## config.mk

```make
export PLATFORM = sky130hd
export DESIGN_NAME = instr_encoder
export DESIGN_NICKNAME = d
export VERILOG_FILES = /design/src/rtl/instr_encoder.sv
export SDC_FILE = /design/constraint.sdc
export NUM_CORES = 1
export LEC_CHECK = 0
export ABC_AREA = 1
export BUFFER_PORTS_ARGS = -buffer_cell sky130_fd_sc_hd__clkbuf_2
export CAP_MARGIN = 20
export CORE_MARGIN = 3
export CORE_UTILIZATION = 50
export CTS_BUF_LIST = sky130_fd_sc_hd__clkbuf_2 sky130_fd_sc_hd__clkbuf_4 sky130_fd_sc_hd__clkbuf_8
export DETAILED_ROUTE_END_ITERATION = 6
export GPL_ROUTABILITY_DRIVEN = 0
export HOLD_SLACK_MARGIN = 0.03
export PLACE_DENSITY = 0.79
export SLEW_MARGIN = 15
export SYNTH_ARGS = -nofsm -noshare
export SYNTH_HDL_FRONTEND = slang
export SYNTH_SLANG_ARGS = --single-unit
```

## constraint.sdc

```tcl
create_clock -name clk -period 3 [get_ports clk]
set_clock_uncertainty 0.1 [all_clocks]
set_input_delay 0.15 -clock clk [delete_from_list [all_inputs] [get_ports clk]]
set_output_delay 0.15 -clock clk [all_outputs]
set_load 0.005 [all_outputs]
```

## src/rtl/instr_encoder.sv

```systemverilog
// RV32I field packer for the program loader: encodes R/LOAD/ALUI/STORE/BRANCH words,
// stamps each with its byte address and flags immediates that do not fit their format.
module instr_encoder #(
    parameter int                 ADDR_W    = 32,
    parameter logic [ADDR_W-1:0]  BASE_ADDR = '0,
    parameter int                 MAX_INSTR = 256
) (
    input  logic              clk,
    input  logic              reset,
    input  logic              start,
    input  logic              in_valid,
    output logic              in_ready,
    input  logic              in_last,
    input  logic [2:0]        fmt,
    input  logic [4:0]        rd,
    input  logic [4:0]        rs1,
    input  logic [4:0]        rs2,
    input  logic [2:0]        funct3,
    input  logic [6:0]        funct7,
    input  logic [31:0]       imm,
    output logic              out_valid,
    input  logic              out_ready,
    output logic [31:0]       instr,
    output logic [ADDR_W-1:0] out_addr,
    output logic              out_err,
    output logic [7:0]        err_count,
    output logic              done
);
    localparam int CNT_W = $clog2(MAX_INSTR + 1);

    typedef enum logic [1:0] {
        S_IDLE  = 2'd0,
        S_RUN   = 2'd1,
        S_DRAIN = 2'd2,
        S_DONE  = 2'd3
    } state_t;

    state_t            state_q, state_d;
    logic              out_valid_q, out_valid_d;
    logic [31:0]       instr_q, instr_d;
    logic [ADDR_W-1:0] out_addr_q, out_addr_d;
    logic [ADDR_W-1:0] next_addr_q, next_addr_d;
    logic              out_err_q, out_err_d;
    logic [7:0]        err_count_q, err_count_d;
    logic              done_q, done_d;
    logic [CNT_W-1:0]  word_cnt_q, word_cnt_d;

    logic        in_fire, out_fire, last_word;
    logic        i_ok, b_ok;
    logic [31:0] enc_word;
    logic        enc_err;

    // I/S immediates are 12-bit signed; B is 13-bit signed with an implicit zero LSB.
    assign i_ok = (&imm[31:11]) | ~(|imm[31:11]);
    assign b_ok = ((&imm[31:12]) | ~(|imm[31:12])) & ~imm[0];

    always_comb begin
        enc_word = 32'b0;
        enc_err  = 1'b0;
        case (fmt)
            3'd0: enc_word = {funct7, rs2, rs1, funct3, rd, 7'b0110011};
            3'd1: begin
                enc_word = {imm[11:0], rs1, funct3, rd, 7'b0000011};
                enc_err  = ~i_ok;
            end
            3'd2: begin
                enc_word = {imm[11:0], rs1, funct3, rd, 7'b0010011};
                enc_err  = ~i_ok;
            end
            3'd3: begin
                enc_word = {imm[11:5], rs2, rs1, funct3, imm[4:0], 7'b0100011};
                enc_err  = ~i_ok;
            end
            3'd4: begin
                enc_word = {imm[12], imm[10:5], rs2, rs1, funct3, imm[4:1], imm[11], 7'b1100011};
                enc_err  = ~b_ok;
            end
            default: begin
                enc_word = 32'b0;
                enc_err  = 1'b1;
            end
        endcase
    end

    assign in_ready  = (state_q == S_RUN) && (!out_valid_q || out_ready);
    assign in_fire   = in_valid && in_ready;
    assign out_fire  = out_valid_q && out_ready;
    assign last_word = in_last || (word_cnt_q == CNT_W'(MAX_INSTR - 1));

    always_comb begin
        state_d     = state_q;
        out_valid_d = out_valid_q;
        instr_d     = instr_q;
        out_addr_d  = out_addr_q;
        next_addr_d = next_addr_q;
        out_err_d   = out_err_q;
        err_count_d = err_count_q;
        done_d      = done_q;
        word_cnt_d  = word_cnt_q;
        case (state_q)
            S_IDLE, S_DONE: begin
                if (start) begin
                    state_d     = S_RUN;
                    word_cnt_d  = '0;
                    next_addr_d = BASE_ADDR;
                    err_count_d = 8'd0;
                    done_d      = 1'b0;
                end
            end
            S_RUN: begin
                // A new word may overwrite the one leaving this cycle, so no bubble.
                if (in_fire) begin
                    out_valid_d = 1'b1;
                    instr_d     = enc_word;
                    out_err_d   = enc_err;
                    out_addr_d  = next_addr_q;
                    next_addr_d = next_addr_q + ADDR_W'(4);
                    word_cnt_d  = word_cnt_q + CNT_W'(1);
                    if (enc_err && (err_count_q != 8'hFF))
                        err_count_d = err_count_q + 8'd1;
                    if (last_word)
                        state_d = S_DRAIN;
                end else if (out_fire) begin
                    out_valid_d = 1'b0;
                end
            end
            S_DRAIN: begin
                if (out_fire) begin
                    out_valid_d = 1'b0;
                    state_d     = S_DONE;
                    done_d      = 1'b1;
                end
            end
            default: state_d = S_IDLE;
        endcase
    end

    always_ff @(posedge clk or posedge reset) begin
        if (reset) begin
            state_q     <= S_IDLE;
            out_valid_q <= 1'b0;
            instr_q     <= 32'b0;
            out_addr_q  <= BASE_ADDR;
            next_addr_q <= BASE_ADDR;
            out_err_q   <= 1'b0;
            err_count_q <= 8'd0;
            done_q      <= 1'b0;
            word_cnt_q  <= '0;
        end else begin
            state_q     <= state_d;
            out_valid_q <= out_valid_d;
            instr_q     <= instr_d;
            out_addr_q  <= out_addr_d;
            next_addr_q <= next_addr_d;
            out_err_q   <= out_err_d;
            err_count_q <= err_count_d;
            done_q      <= done_d;
            word_cnt_q  <= word_cnt_d;
        end
    end

    assign out_valid = out_valid_q;
    assign instr     = instr_q;
    assign out_addr  = out_addr_q;
    assign out_err   = out_err_q;
    assign err_count = err_count_q;
    assign done      = done_q;

endmodule

```

==> metrics.txt, run 1 <==
cells on worst reg2reg path 8; diodes inserted 0; largest net degree at the start of global routing 51; Die H between 100 and 150 um; endpoint class of the critical path flip-flop; fin util 0.647; die extent in x 113 um; Clk pwr share 0.229; Mean Syn Cell Area around 7.8 um^2; CTS max path bufs 2; CTS clk-pin slew, worst paths between 0.1 and 0.15 ns; Synth top area share 0.481; Max VDD drop roughly 830 uV; clock sink count approximately 110; WS Path Type reg -> reg; Yosys cell types 44; area growth from synthesis to layout 24.2%; # setup viols final 0; worst-path maximum fanout 26; Clock Tree Root clkbuf_8; Leak 3.60 nW; final WL 15300 um; leading area contributor after synthesis dfrtp_1; status completed; fin crit share 0.914; Synth top cells by count nand2_1, dfrtp_1, inv_1; hold slack 0.0353 ns; Final TNS setup 0 ns; post-route minimum period 2.74 ns; Critical Path RT 3.22 ns; final hold vios 0; Net count, final slightly below 1000; FFs w/ async S/R, synth 1.00; max_cap viols 0; post-DP HPWL 11000 um; crit path launch type flip-flop; Power Total about 4.7 mW; htree depth 3; Power Density 654 nW/um^2; Worst Tran Pin Value 0.883 ns; share of layout cells above drive strength 1 0.201; Post-Syn Area 5770 um^2; setup bufs post-CTS 0; post_cts resized 0; Initial Utilization 0.521; drt drc 0; Layout Cells excl Fill between 1000 and 1500; global-route wire length before repair 25700 um; row count 38; vias per cell roughly 5.3; Post-synth EDFFs 0; drt initial violations about 390; Pre-antenna DRT Iters 5; Combinational Power Share 0.365; Ys Warns 0; sequential area share after synthesis 0.481; Most used DFF post-synth dfrtp_1; CTS tree built; vias in the first global route roughly 5300; dominant cells by area after synthesis dfrtp_1, nand2_1, o21ai_0, inv_1, nor2_1; Hold Buf Count CTS 33; number of buffers created by CTS 9; worst path arrival time 2.97 ns; Net Sw Frac 0.381; internal power 2.90 mW; FF+latch count, synth between 100 and 150; part of the power in registers 0.406; Worst Hold Class in -> reg; RSZ-0062 raised after global routing no; relative slew slack 0.409; clock latency at the later pin of the worst-skew pair 0.38 ns; Max Freq approximately 360 MHz; port buffer count 137; Tot GR Track Use 0.247; area of the die about 13000 um^2; Placed Instances 1000; Vias roughly 5500; Slew Viols, Final 0; synthesized netlist cell count 740; wire length per cell 14.6 um; initial antenna violation count 0; I/O Pins 142; Switch Pwr 1.79 mW; Post-DRT Antenna Nets 0; count leader, synth nand2_1; Overflow after GRT 0; core area 11100 um^2; worst hold stages 3
[registers in the layout, indices dropped and copies added, names as in the netlist, 2 cells and up]
signal	count
err_count	8
out_addr	30
next_addr_q	30
state_q	2
word_cnt_q	9
instr	29
[per-layer routing]
metal	GRT usage	up-vias	part of all wire
met5	0	-	0
met1	0.321	2535	0.43
met2	0.402	195	0.49
met3	0.0557	46	0.059
met4	0.0970	0	0.029
li1	-	2744	-
[per-stage QoR]
| step | setup WS (ns) | area (um^2) |
|---|---|---|
| floorplan | 1.09 | 5790 |
| CTS | 0.353 | 7150 |
| detailed placement | 0.727 | 6570 |
| finish | 0.259 | 7170 |
| global route | 0.0733 | 7170 |
| global placement | 0.812 | 6570 |
[kinds of logic after synthesis]
logic type                 after synthesis  share of synthesized area
and+or+nand+nor                        380                      0.285
AOI/OAI and AO/OA                      122                      0.123
DFF                                    111                      0.481
buffers and inverters                  108                     0.0778
xor gates and xnor gates                11                     0.0167
adders and majority gates                7                     0.0152
other                                    1                   0.000650
[power groups by stage]
stage,clock network [mW],registers [mW],logic (mW)
final,1.07,1.90,1.71
after global routing,1.16,1.93,1.92
after CTS,1.09,1.90,1.71
after detailed placement,0,1.93,1.62
after global placement,0,1.92,1.59
after floorplan,0,1.93,1.09
[placed cells by master (no fill, tap or decap), drive strengths merged]
cell and n:
o22ai 1, xor2 10, nand2 206, o21a 1, bufinv 3, and2 1
nor2 78, a32o 2, dlygate4sd3 33, o221ai 1, clkinvlp 3, nor4 2
nand3b 1, ha 7, nand4 19, a21o 4, a21oi 20, a31o 1
a21boi 1, nand3 36, or2 1, clkinv 1, a31oi 2, o21bai 1
nor3b 4, buf 10, o21ai 68, inv 79, a22o 8, conb 4
o311ai 1, dfrtp 111, xnor2 1, nor3 32, clkbuf 146, o31ai 11
[final cells by class]
class	count	area (um^2)
well taps	140	175
fillers	976	3910
clock inverters	7	119
inverters	79	300
repair buffers	180	1120
flip-flops and latches	111	2780
multi-input cells	524	2550
clock buffers	9	124
[critical path, cell delays in order (launching register included)]
cell and delay [ns]:
dfrtp_1 0.41, inv_1 0.09, ha_1 0.20, nand3_2 0.09, buf_4 0.22, nor2_2 0.36
inv_1 0.29, o31ai_1 0.31, dlygate4sd3_1 0.61
[path summary, 6_finish.rpt]
check	start	slack [ns]	end
worst max register to register	state_q[1]$_DFFE_PP0P_	0.26	instr[26]$_DFFE_PP0P_
worst min register to register	word_cnt_q[2]$_DFFE_PP0P_	0.36	word_cnt_q[2]$_DFFE_PP0P_
worst min-delay path	imm[3]	0.04	instr[10]$_DFFE_PP0P_
worst max-delay path	state_q[1]$_DFFE_PP0P_	0.26	instr[26]$_DFFE_PP0P_
min in group asynchronous	reset	0.13	out_addr[30]$_DFFE_PP0P_
max in group asynchronous	reset	1.90	word_cnt_q[1]$_DFFE_PP0P_
Power figures use the tool's default switching activity.
==> run 2: changes to the inputs <==
- ABC_AREA: 1 -> 0
==> run 2 against run 1 <==
- global-route usage is 2.5 points lower
- flip-flop and latch count stayed put
- register-to-register slack better by 0.07 ns
- wire length is 10% lower
- combinational power is 18% lower
- highest routed layer unchanged
- power is 7.5% lower
- die area is 4.3% lower
- sequential share of layout area is 2.5 points higher
- cell area is 6.2% lower
==> metrics.txt, run 2 <==
Max VDD drop 445 uV (-46%); share of layout cells above drive strength 1 0.228 (+0.0266); Net Sw Frac 0.369 (-0.0119); global-route wire length before repair 23000 um (-11%); CTS tree built; internal power 2.73 mW (-5.7%); Power Density 644 nW/um^2 (-1.4%); RSZ-0062 raised after global routing no; relative slew slack 0.416 (+0.00708); Post-Syn Area 5510 um^2 (-4.6%); max_cap viols 0 (unchanged); CTS clk-pin slew, worst paths 0.11 ns (about the same); hold slack 0.0393 ns (+0.00396 ns); Combinational Power Share 0.325 (-0.040); Final TNS setup 0 ns (unchanged); Vias 4908 (-11%); FFs w/ async S/R, synth 1.00 (unchanged); Tot GR Track Use 0.222 (-0.0246); wire length per cell 15.5 um (+6.4%); post-route minimum period 2.67 ns (-0.0697 ns); Ys Warns 0 (unchanged); Leak 3.33 nW (-7.3%); number of buffers created by CTS 9 (unchanged); commonest non-fill, non-tap cell in the layout clkbuf_2; Worst Tran Pin Value 0.876 ns (-0.00735 ns); worst-path maximum fanout 8 (-69%); Overflow after GRT 0 (unchanged); Post-synth EDFFs 0 (unchanged); commonest non-fill, non-tap cells in the layout clkbuf_2, nand2_1, dfrtp_1; Max Freq 374 MHz (+2.6%); dominant cells by area after synthesis dfrtp_1, nand2_1, a21oi_1, nor2_1, o21ai_0; part of the power in registers 0.451 (+0.045); Placed Instances 852 (-15%); FF+latch count, synth 111 (unchanged); Worst Hold Class in -> reg; Yosys cell types 55 (+25%); Slew Viols, Final 0 (unchanged); leading area contributor after synthesis dfrtp_1; Post-DRT Antenna Nets 0 (unchanged); Net count, final 819 (-16%); count leader, synth nand2_1; Fillers 838 (-14%); final hold vios 0 (unchanged); hold path startpoint imm[12]; post-route design area 6730 um^2 (-6.2%); synthesized netlist cell count 602 (-19%); post-DP HPWL 9900 um (-10%); core area 10500 um^2 (-5.1%); diodes inserted 0 (unchanged); Clock Tree Root clkbuf_8; CTS max path bufs 2 (unchanged); htree depth 3 (unchanged); Layout Cells excl Fill 887 (-16%); Worst Setup SP state_q[0]$_DFFE_PP0P_; initial antenna violation count 0 (unchanged); Clk pwr share 0.224 (-0.005); area growth from synthesis to layout 22.1%; WS Path Type reg -> reg; I/O Pins 142 (unchanged); clock latency at the later pin of the worst-skew pair 0.37 ns (about the same); area of the die 12300 um^2 (-4.3%); Synth top cells by count nand2_1, dfrtp_1, nor2_1; Die H 111 um (-2.2%); vias in the first global route 4778 (-10%); worst path arrival time 2.86 ns (-0.11 ns); endpoint class of the critical path flip-flop; status completed; Mean Syn Cell Area 9.15 um^2 (+17%); # setup viols final 0 (unchanged); clock sink count 111 (unchanged); largest net degree at the start of global routing 42 (-18%); setup bufs post-CTS 0 (unchanged); Pre-antenna DRT Iters 5 (unchanged); R2R Path Start state_q[0]$_DFFE_PP0P_; port buffer count 137 (unchanged); Initial Utilization 0.524 (+0.00310); fin crit share 0.891 (-0.0232); drt initial violations 489 (+25%); sequential area share after synthesis 0.504 (+0.0231); crit path launch type flip-flop; Synth top area share 0.504 (+0.0231); Post-DP Area 6310 um^2 (-4.0%); drt drc 0 (unchanged); row count 37 (-2.6%); Critical Path RT 3.19 ns (-0.03 ns); die extent in x 111 um (-2.2%); vias per cell 5.53 (+5.3%); Most used DFF post-synth dfrtp_1; Switch Pwr 1.60 mW (-10%); final WL 13800 um (-10%)
run 2: layer usage:
layer / track usage / routed length, um
met1: 0.301 / 6140
met2: 0.371 / 6680
met3: 0.0464 / 845
met4: 0.0452 / 108
met5: 0 / 0
run 2: area by class of cell:
type	count	area (um^2)	share of cell area
flip-flops and latches	111	2780	0.413
multi-input cells	442	2520	0.375
repair buffers	167	971	0.144
well taps	136	170	0.0253
clock buffers	9	124	0.0184
clock inverters	7	97.6	0.0145
inverters	15	60.1	0.00893
run 2: critical path, cell delays in order (launching register included):
cell	delay, ns
dfrtp_1	0.41
inv_1	0.06
ha_1	0.38
nand2b_1	0.28
o2111ai_4	0.24
or3_1	0.49
or4_1	0.50
a21oi_1	0.15
run 2: final timing paths:
kind | end | slack [ns] | depth (start not counted)
worst min-delay path | instr[31]$_DFFE_PP0P_ | 0.04 | 3
worst min register to register | out_addr[31]$_DFFE_PP0P_ | 0.39 | 2
worst max-delay path | next_addr_q[31]$_DFFE_PP0P_ | 0.33 | 7
min in group asynchronous | word_cnt_q[4]$_DFFE_PP0P_ | 0.33 | 3
worst max register to register | next_addr_q[31]$_DFFE_PP0P_ | 0.33 | 7
max in group asynchronous | next_addr_q[4]$_DFFE_PP0P_ | 1.52 | 4
run 2: cells by family after synthesis:
logic type,share of synthesized area
AND/OR/NAND/NOR,0.224
other,0.000681
buffers and inverters,0.0400
XOR/XNOR,0.0429
flip-flops,0.504
multiplexers,0.0218
AO/OA/AOI/OAI,0.150
adder cells (fa/ha/maj),0.0159
run 2: repair_timing:
action / in CTS / in global routing
endpoints found under the hold margin: 49 / 0
hold buffers: 19 / 0
resized for setup: 0 / 0
setup endpoints to repair: 0 / 0
run 2: stage by stage:
step	setup slack [ns]	util	power, mW
after floorplan	0.566	-	2.80
after global placement	0.467	0.601	3.30
after detailed placement	0.371	0.601	3.36
after CTS	0.347	0.640	4.36
after global routing	0.126	0.640	4.61
final	0.328	0.640	4.33
run 2: power groups by stage:
stage | Sequential (mW) | Clock, mW | Combinational (mW)
after floorplan | 1.96 | 0 | 0.844
after global placement | 1.96 | 0 | 1.34
after detailed placement | 1.98 | 0 | 1.39
after CTS | 1.95 | 1.00 | 1.41
after global routing | 1.99 | 1.06 | 1.57
final | 1.95 | 0.973 | 1.41
==> run 3: changes to the inputs <==
- CELL_PAD_IN_SITES_DETAIL_PLACEMENT: default -> 0
- CELL_PAD_IN_SITES_GLOBAL_PLACEMENT: default -> 1
- CORE_UTILIZATION: 50 -> 37
- PLACE_DENSITY: 0.79 -> default
- PLACE_DENSITY_LB_ADDON: default -> 0.1
==> run 3 against run 2 <==
- sequential share of layout area decreased by 0.37 points
- worst hold slack improved by 0.028 ns
- wire length increased by 2.8%
- power increased by 0.32%
- register-to-register slack about the same
- cell count increased by 5.0%
- clock power increased by 5%
- maximum frequency about the same
- critical path type unchanged
- highest routed layer unchanged
==> metrics.txt, run 3 (synthesis results as in run 2) <==
status completed; WS Path Type reg -> reg; cells on worst reg2reg path 7 (unchanged); Critical Path RT 3.21 ns (+0.02 ns); die extent in x 128 um (+15%); setup bufs post-CTS 0 (unchanged); met1 wire length 6810 um (+11%); Worst Tran Pin Value 0.710 ns (-0.166 ns); area of the die 16400 um^2 (+33%); worst-path maximum fanout 8 (unchanged); Net count, final 819 (unchanged); clock sink count 111 (unchanged); vias in the first global route 4658 (-2.5%); Leak 3.33 nW (about the same); commonest non-fill, non-tap cells in the layout clkbuf_2, nand2_1, dfrtp_1; wire length per cell 15.2 um (-2.0%); diodes inserted 0 (unchanged); vias per cell 5.17 (-6.6%); clock latency at the later pin of the worst-skew pair 0.39 ns (+0.02 ns); CTS clk-pin slew, worst paths 0.10 ns (about the same); met3 WL 764 um (-9.6%); Power Density 641 nW/um^2 (-0.58%); Post-DRT Antenna Nets 0 (unchanged); port buffer count 137 (unchanged); share of layout cells above drive strength 1 0.225 (-0.00266); Clock Tree Root clkbuf_8; hold path startpoint imm[6]; worst hold stages 3 (unchanged); Placed Instances 894 (+4.9%); htree depth 3 (unchanged); number of buffers created by CTS 9 (unchanged); worst path arrival time 2.88 ns (+0.02 ns); Tot GR Track Use 0.178 (-0.0437); R2R Setup Slk 0.33 ns (about the same); worst reg2reg endpoint next_addr_q[31]$_DFFE_PP0P_; Routed met2 length 6340 um (-5.0%); drt drc 0 (unchanged); Vias 4813 (-1.9%); final hold vios 0 (unchanged); crit path launch type flip-flop; Max VDD drop 284 uV (-36%); largest net degree at the start of global routing 112 (+170%); RSZ-0062 raised after global routing no; Layout Cells excl Fill 931 (+5.0%); row count 43 (+16%); fin crit share 0.891 (about the same); endpoint class of the critical path flip-flop; Pre-antenna DRT Iters 7 (+2); Final TNS setup 0 ns (unchanged); global-route wire length before repair 23700 um (+3.0%); Die H 128 um (+15%); area growth from synthesis to layout 23.2%; Fillers 1406 (+68%); drt initial violations 270 (-45%); final WL 14200 um (+2.8%); Overflow after GRT 0 (unchanged); relative slew slack 0.523 (+0.107); Worst Hold Class in -> reg; Hold Path End instr[26]$_DFFE_PP0P_; Slew Viols, Final 0 (unchanged); max_cap viols 0 (unchanged); post-route minimum period 2.67 ns (+0.00119 ns); commonest non-fill, non-tap cell in the layout clkbuf_2; I/O Pins 142 (unchanged); CTS tree built; Max Freq 374 MHz (about the same); # setup viols final 0 (unchanged); Initial Utilization 0.388 (-0.136); core area 14200 um^2 (+35%); initial antenna violation count 0 (unchanged); R2R Path Start state_q[0]$_DFFE_PP0P_; fin util 0.478 (-0.162); CTS max path bufs 2 (unchanged); post-DP HPWL 9750 um (-1.5%); top layer in use met4
## run 3: cell count changes in the layout (fill, tap and decap cells not counted)
cell,before,now
clkinv_4,0,1
bufinv_16,1,2
dlygate4sd3_1,19,21
inv_8,3,0
buf_4,10,8
clkinv_2,0,1
clkinv_8,1,0
clkbuf_4,0,1
## run 3: per-stage QoR
step                area [um^2]  hold WS (ns)  setup slack [ns]  total power [mW]
floorplan                  5520         0.183             0.566              2.80
global placement           6350         0.268             0.430              3.32
detailed placement         6350         0.268             0.345              3.36
CTS                        6790        0.0381             0.320              4.42
global route               6790        0.0547             0.183              4.67
finish                     6790        0.0677             0.327              4.35
## run 3: worst max path at each step
| stage | start | endpoint | slack [ns] | cells after the start |
|---|---|---|---|---|
| finish | state_q[0]$_DFFE_PP0P_ | next_addr_q[31]$_DFFE_PP0P_ | 0.33 | 7 |
| global route | state_q[0]$_DFFE_PP0P_ | next_addr_q[31]$_DFFE_PP0P_ | 0.18 | 7 |
| CTS | state_q[0]$_DFFE_PP0P_ | next_addr_q[31]$_DFFE_PP0P_ | 0.32 | 7 |
| detailed placement | state_q[0]$_DFFE_PP0P_ | next_addr_q[31]$_DFFE_PP0P_ | 0.34 | 7 |
| global placement | state_q[0]$_DFFE_PP0P_ | next_addr_q[31]$_DFFE_PP0P_ | 0.43 | 7 |
| floorplan | state_q[0]$_DFFE_PP0P_ | next_addr_q[31]$_DFFE_PP0P_ | 0.57 | 8 |
## run 3: where the power goes
part / leakage, nW / switching, mW / internal (mW)
logic: 1.72 / 0.841 / 0.537
clock network: 0.115 / 0.531 / 0.487
registers: 1.50 / 0.197 / 1.75
## run 3: area by class of cell
| type | instances | area, um^2 | area share |
|---|---|---|---|
| Sequential cell | 111 | 2780 | 0.409 |
| Multi-Input combinational cell | 442 | 2520 | 0.372 |
| Timing Repair Buffer | 167 | 976 | 0.144 |
| Tap cell | 180 | 225 | 0.0332 |
| Clock buffer | 10 | 131 | 0.0194 |
| Clock inverter | 6 | 91.3 | 0.0135 |
| Inverter | 15 | 60.1 | 0.00885 |
## run 3: timing repair
item | CTS | global route
hold buffers | 21 | 0
resized for setup | 0 | 0
endpoints found under the hold margin | 132 | 0
## run 3: layer usage
layer / vias to the layer above / global-route usage
met3: 18 / 0.0283
met2: 143 / 0.277
met4: 0 / 0.0612
met1: 2284 / 0.254
met5: - / 0
li1: 2368 / -
## run 3: critical path, cell delays in order, from the launching register on
cell and delay, ns:
dfrtp_1 0.41, inv_1 0.06, ha_1 0.37, nand2b_1 0.29, o2111ai_4 0.25, or3_1 0.50, or4_1 0.49, a21oi_1 0.14
